[src/rtl/btn_pkg.sv]
// Shared constants and types for the button select/debounce block.
package btn_pkg;

  // 10 ms at 100 MHz.
  localparam int unsigned DB_CYCLES_10MS = 1_000_000;
  // Short debounce window for simulation.
  localparam int unsigned DB_CYCLES_SIM  = 4;

  localparam int unsigned N_CH_DEFAULT   = 4;

  // Channel index for the default channel count.
  typedef logic [$clog2(N_CH_DEFAULT)-1:0] ch_idx_t;

  // Counter width able to hold 0..db.
  function automatic int unsigned cnt_width(int unsigned db);
    return $clog2(db + 1);
  endfunction

endpackage

[src/rtl/btn_debounce.sv]
// Single-channel synchroniser plus stable-count debouncer.
module btn_debounce
  import btn_pkg::*;
#(
  parameter int unsigned SYNC_STAGES = 2,
  parameter int unsigned DB_CYCLES   = DB_CYCLES_10MS
) (
  input  logic clk,
  input  logic rst_n,
  input  logic raw,
  output logic level
);

  localparam int unsigned     CNT_W    = cnt_width(DB_CYCLES);
  localparam logic [CNT_W-1:0] CNT_LAST = CNT_W'(DB_CYCLES - 1);

  logic [SYNC_STAGES-1:0] sync_q;
  logic                   s;
  logic [CNT_W-1:0]       cnt_q, cnt_d;
  logic                   level_q, level_d;

  // Synchroniser chain: raw enters at bit 0, s is the last stage.
  always_ff @(posedge clk or negedge rst_n) begin
    if (!rst_n) begin
      sync_q <= '0;
    end else begin
      sync_q <= {sync_q[SYNC_STAGES-2:0], raw};
    end
  end

  assign s = sync_q[SYNC_STAGES-1];

  // Count consecutive samples that disagree with the level; any agreement restarts.
  always_comb begin
    cnt_d   = cnt_q;
    level_d = level_q;
    if (s == level_q) begin
      cnt_d = '0;
    end else if (cnt_q == CNT_LAST) begin
      level_d = s;
      cnt_d   = '0;
    end else begin
      cnt_d = cnt_q + 1'b1;
    end
  end

  // Debounce state.
  always_ff @(posedge clk or negedge rst_n) begin
    if (!rst_n) begin
      cnt_q   <= '0;
      level_q <= 1'b0;
    end else begin
      cnt_q   <= cnt_d;
      level_q <= level_d;
    end
  end

  assign level = level_q;

endmodule

[src/rtl/btn_select_debounce.sv]
// N-channel debounced buttons with a registered runtime channel select,
// producing a clean level and a single-cycle press pulse for the selected channel.
module btn_select_debounce
  import btn_pkg::*;
#(
  parameter  int unsigned N_CH        = 4,
  parameter  int unsigned SYNC_STAGES = 2,
  parameter  int unsigned DB_CYCLES   = DB_CYCLES_10MS,
  localparam int unsigned SEL_W       = $clog2(N_CH)
) (
  input  logic             clk,
  input  logic             rst_n,
  input  logic [N_CH-1:0]  btn_in,
  input  logic [SEL_W-1:0] sel,
  input  logic             sel_load,
  output logic [SEL_W-1:0] cur_sel,
  output logic [N_CH-1:0]  btn_level,
  output logic             out,
  output logic             out_press
);

  // One extra bit so N_CH itself is representable for the range check.
  localparam logic [SEL_W:0] CH_LIMIT = (SEL_W + 1)'(N_CH);

  logic [SEL_W-1:0] cur_sel_q;
  logic [N_CH-1:0]  lvl_d_q;
  logic [N_CH-1:0]  rise;
  logic             out_q, press_q;
  logic             sel_ok;

  for (genvar i = 0; i < N_CH; i++) begin : g_ch
    btn_debounce #(
      .SYNC_STAGES (SYNC_STAGES),
      .DB_CYCLES   (DB_CYCLES)
    ) u_db (
      .clk   (clk),
      .rst_n (rst_n),
      .raw   (btn_in[i]),
      .level (btn_level[i])
    );
  end

  assign rise   = btn_level & ~lvl_d_q;
  assign sel_ok = ({1'b0, sel} < CH_LIMIT);

  // Select, edge history and output registers; outputs use cur_sel before any load.
  always_ff @(posedge clk or negedge rst_n) begin
    if (!rst_n) begin
      cur_sel_q <= '0;
      lvl_d_q   <= '0;
      out_q     <= 1'b0;
      press_q   <= 1'b0;
    end else begin
      lvl_d_q <= btn_level;
      out_q   <= btn_level[cur_sel_q];
      press_q <= rise[cur_sel_q];
      if (sel_load && sel_ok) begin
        cur_sel_q <= sel;
      end
    end
  end

  assign cur_sel   = cur_sel_q;
  assign out       = out_q;
  assign out_press = press_q;

endmodule
[config.mk]
export PLATFORM = sky130hd
export DESIGN_NAME = btn_select_debounce
export DESIGN_NICKNAME = d
export VERILOG_FILES = /design/src/rtl/btn_pkg.sv /design/src/rtl/btn_debounce.sv /design/src/rtl/btn_select_debounce.sv
export SDC_FILE = /design/constraint.sdc
export NUM_CORES = 1
export LEC_CHECK = 0
export CAP_MARGIN = 25
export CORE_ASPECT_RATIO = 1.4
export CORE_MARGIN = 1.5
export CORE_UTILIZATION = 55
export CTS_CLUSTER_SIZE = 12
export DETAILED_ROUTE_END_ITERATION = 6
export PLACE_DENSITY = 0.72
export SYNTH_ARGS = -nofsm -noshare
export SYNTH_HDL_FRONTEND = slang
export SYNTH_SLANG_ARGS = --single-unit
export TNS_END_PERCENT = 100
[constraint.sdc]
create_clock -name clk -period 2 [get_ports clk]
set_clock_uncertainty 0.1 [all_clocks]
set_input_delay 0.5 -clock clk [delete_from_list [all_inputs] [get_ports clk]]
set_output_delay 0.5 -clock clk [all_outputs]
set_load 0.02 [all_outputs]
==> flow_summary.json <==
{
  "via_per_inst": 5.79,
  "powerDensity_nw_per_um2": 694,
  "grt_max_degree": 40,
  "use_met3_pct": 4.23,
  "syn-cell-area_um2": 4730,
  "die_y_um": 113,
  "numCtsBuffers": 9,
  "max_slew_margin_pct": 65.2,
  "clkLatencyLatePin_ps": 350,
  "violations": "setup timing",
  "final_util_pct": 72.8,
  "rsz0062_at_grt": "yes",
  "fp.dieW_um": 81.3,
  "cap_violations": 0,
  "path_class": "flop to flop",
  "postRouteAntennaNets": 0,
  "synth.top_cell.area_share_pct": 53.0,
  "fmax_mhz": 469,
  "grt-busiest-layer": "met2",
  "met2_usage_pct": 40.9,
  "io_buffers": 16,
  "worstMarginPinSlew_ps": 518,
  "cts_tree": "done",
  "drc": 0,
  "cts.sinks": 100,
  "grtUsageMet1_pct": 28.1,
  "crit_fanout": 8,
  "synth_cells": 470,
  "vias": 3771,
  "synth.area.top_cells": "dfrtp_1 (53%), xnor2_1 (6.3%), nor2_1 (5.4%)",
  "drtIter0Drc": 151,
  "routedWlPerCell_um": 15.5,
  "start_kind": "flop",
  "ys.flop_type": "dfrtp_1",
  "dieArea_um2": 9160,
  "hpwl_mm": 6.74,
  "ioPinCount": 17,
  "drt-total-wl_mm": 10.1,
  "grt-ovfl-total": 0,
  "power_mw": 4.17,
  "layout-drive-gt1-share_pct": 25.7,
  "track_usage_pct": 23.6,
  "cts-root-buf": "clkbuf_16",
  "clk_pin_slew_worst_paths_ps": 60,
  "antenna_cells": 0,
  "antenna_found_initial": 0,
  "yosys.cell_types.count": 45,
  "min_period_ps": 2130,
  "fillers": 611,
  "power_leakage_nw": 2.42,
  "seq_area_frac_synth_pct": 53.0,
  "async_reset_ff_share_pct": 100,
  "synth_nets": 483,
  "drv_slew": 0,
  "setup_slack_ps": -134,
  "ir_worst_vdd_uv": 463,
  "ctsLongestPathBuffers": 2,
  "synth_common_cells": "dfrtp_1 (100), nor2_1 (68), xnor2_1 (34)",
  "hold_class": "flop to flop",
  "worstPathRequired_ps": 2120,
  "gp_congestion": 0.834,
  "syn_area_per_cell_um2": 10.1,
  "core_um2": 8250,
  "outcome": "finished with violations",
  "end_kind": "flop",
  "cts.htree.levels": 3,
  "yosysWarnings": 0,
  "dr.pass1.iters": 4,
  "initial_core_util_pct": 57.3,
  "synth_edf_count": 0,
  "rows": 39,
  "hold_viol_final": 0,
  "fin_crit_sh_pct": 107,
  "fin_nets": 557,
  "setup_viol": 40,
  "grt_pass1_vias": 3709,
  "synth_area_leader_cell": "dfrtp_1",
  "syn_to_final_growth_pct": 27.0,
  "arrival_ps": 2250,
  "synth-seq-cells": 100,
  "grt_pass1_wl_mm": 16.7,
  "yosysMostFrequentCell": "dfrtp_1"
}
-- sequential cells by signal (all words and copies together), names as in the netlist --
| register | flops |
|---|---|
| out | 1 |
| out_press | 1 |
| g_ch.u_db.level | 4 |
| lvl_d_q | 4 |
| cur_sel | 2 |
| g_ch.u_db.cnt_q | 80 |
| g_ch.u_db.sync_q | 8 |
-- per-stage QoR --
step / hold WS (ps) / instances / setup WS (ps) / TNS [ps] / cell area (um^2)
after global placement: 232 / 626 / -63.8 / -921 / 5380
after floorplan: 104 / 470 / -46.3 / -350 / 4760
final: 250 / 651 / -134 / -3410 / 6000
after CTS: 250 / 647 / -99.4 / -1760 / 5780
after global routing: 256 / 651 / -184 / -5290 / 6000
after detailed placement: 236 / 626 / -107 / -1710 / 5380
-- metal layers --
metal,part of all wire (%),wire length (um)
met4,1.8,184
met2,54,5450
met3,2.6,258
met5,0,0
met1,42,4200
-- worst max-delay path, stage by stage (launching register included) --
cell,delay (ps)
dfrtp_1,390
or4_1,510
or4_4,550
o21ai_4,220
buf_6,180
a21oi_2,40
-- power breakdown --
group	switching (mW)	total [mW]	leakage, nW	internal, mW
combinational	0.129	0.228	0.904	0.0984
clock	0.722	1.85	0.153	1.13
sequential	0.0319	2.09	1.36	2.06
-- path summary, 6_finish.rpt --
| kind | start | to | slack [ps] | cells past startpoint |
|---|---|---|---|---|
| max reg2reg | g_ch[3].u_db.cnt_q[15]$_DFF_PN0_ | g_ch[3].u_db.cnt_q[15]$_DFF_PN0_ | -130 | 5 |
| min reg2reg | g_ch[2].u_db.sync_q[0]$_DFF_PN0_ | g_ch[2].u_db.sync_q[1]$_DFF_PN0_ | 250 | 0 |
| min | g_ch[2].u_db.sync_q[0]$_DFF_PN0_ | g_ch[2].u_db.sync_q[1]$_DFF_PN0_ | 250 | 0 |
| max in group asynchronous | rst_n | g_ch[1].u_db.sync_q[1]$_DFF_PN0_ | 660 | 3 |
| max | g_ch[3].u_db.cnt_q[15]$_DFF_PN0_ | g_ch[3].u_db.cnt_q[15]$_DFF_PN0_ | -130 | 5 |
| min in group asynchronous | rst_n | g_ch[0].u_db.cnt_q[18]$_DFF_PN0_ | 540 | 2 |
-- placed cells by master (no fill, tap or decap), types with 3 or more instances in the layout --
cell type | synthesis | routed
buf_6 | 1 | 6
nor2_1 | 68 | 45
and2_1 | 4 | 4
nand2_1 | 28 | 27
clkbuf_16 | 0 | 9
nor2_2 | 0 | 12
a21oi_1 | 22 | 14
nor3_1 | 15 | 15
nand4_1 | 17 | 17
or4_4 | 1 | 4
and3_1 | 6 | 6
dfrtp_1 | 100 | 99
nand3b_1 | 3 | 3
o21ai_0 | 14 | 14
inv_1 | 19 | 19
nor2_4 | 0 | 11
mux2_2 | 6 | 4
or4_1 | 14 | 11
o31ai_1 | 9 | 7
xor2_1 | 18 | 18
a21oi_2 | 0 | 8
or3_2 | 3 | 3
buf_4 | 4 | 54
dlygate4sd2_1 | 0 | 4
nand4b_1 | 3 | 3
nor4_1 | 13 | 12
xnor2_1 | 34 | 34
nand3_1 | 26 | 25
or3_1 | 5 | 5
clkdlybuf4s50_1 | 0 | 10
-- cell type report --
type | count | area [um^2] | area share [%]
clock inverters | 4 | 72.6 | 1.21
flip-flops and latches | 100 | 2500 | 41.7
multi-input cells | 334 | 2290 | 38.2
inverters | 19 | 71.3 | 1.19
well taps | 102 | 128 | 2.13
repair buffers | 80 | 687 | 11.4
clock buffers | 12 | 246 | 4.11
-- logic make-up (layout without fill, tap and decap cells) --
kind of cell,after synthesis,in the layout,synth area share (%)
xor gates and xnor gates,52,52,9.64
AOI/OAI and AO/OA,53,53,6.83
DFF,100,100,53.0
and+or+nand+nor,216,216,23.7
muxes,9,9,2.33
adders and majority gates,4,4,1.06
buffers and inverters,36,115,3.47
-- what timing repair did --
item                                    4_1_cts  5_1_grt
gates cloned                                  1        2
hold endpoints to repair                     10        0
hold buffers                                  1        0
endpoints found under the setup margin       27       69
pin swaps                                     7       16
gates resized for setup                      19       51
setup buffers                                 3        2
Note: power is estimated with default switching activity, not from simulation.
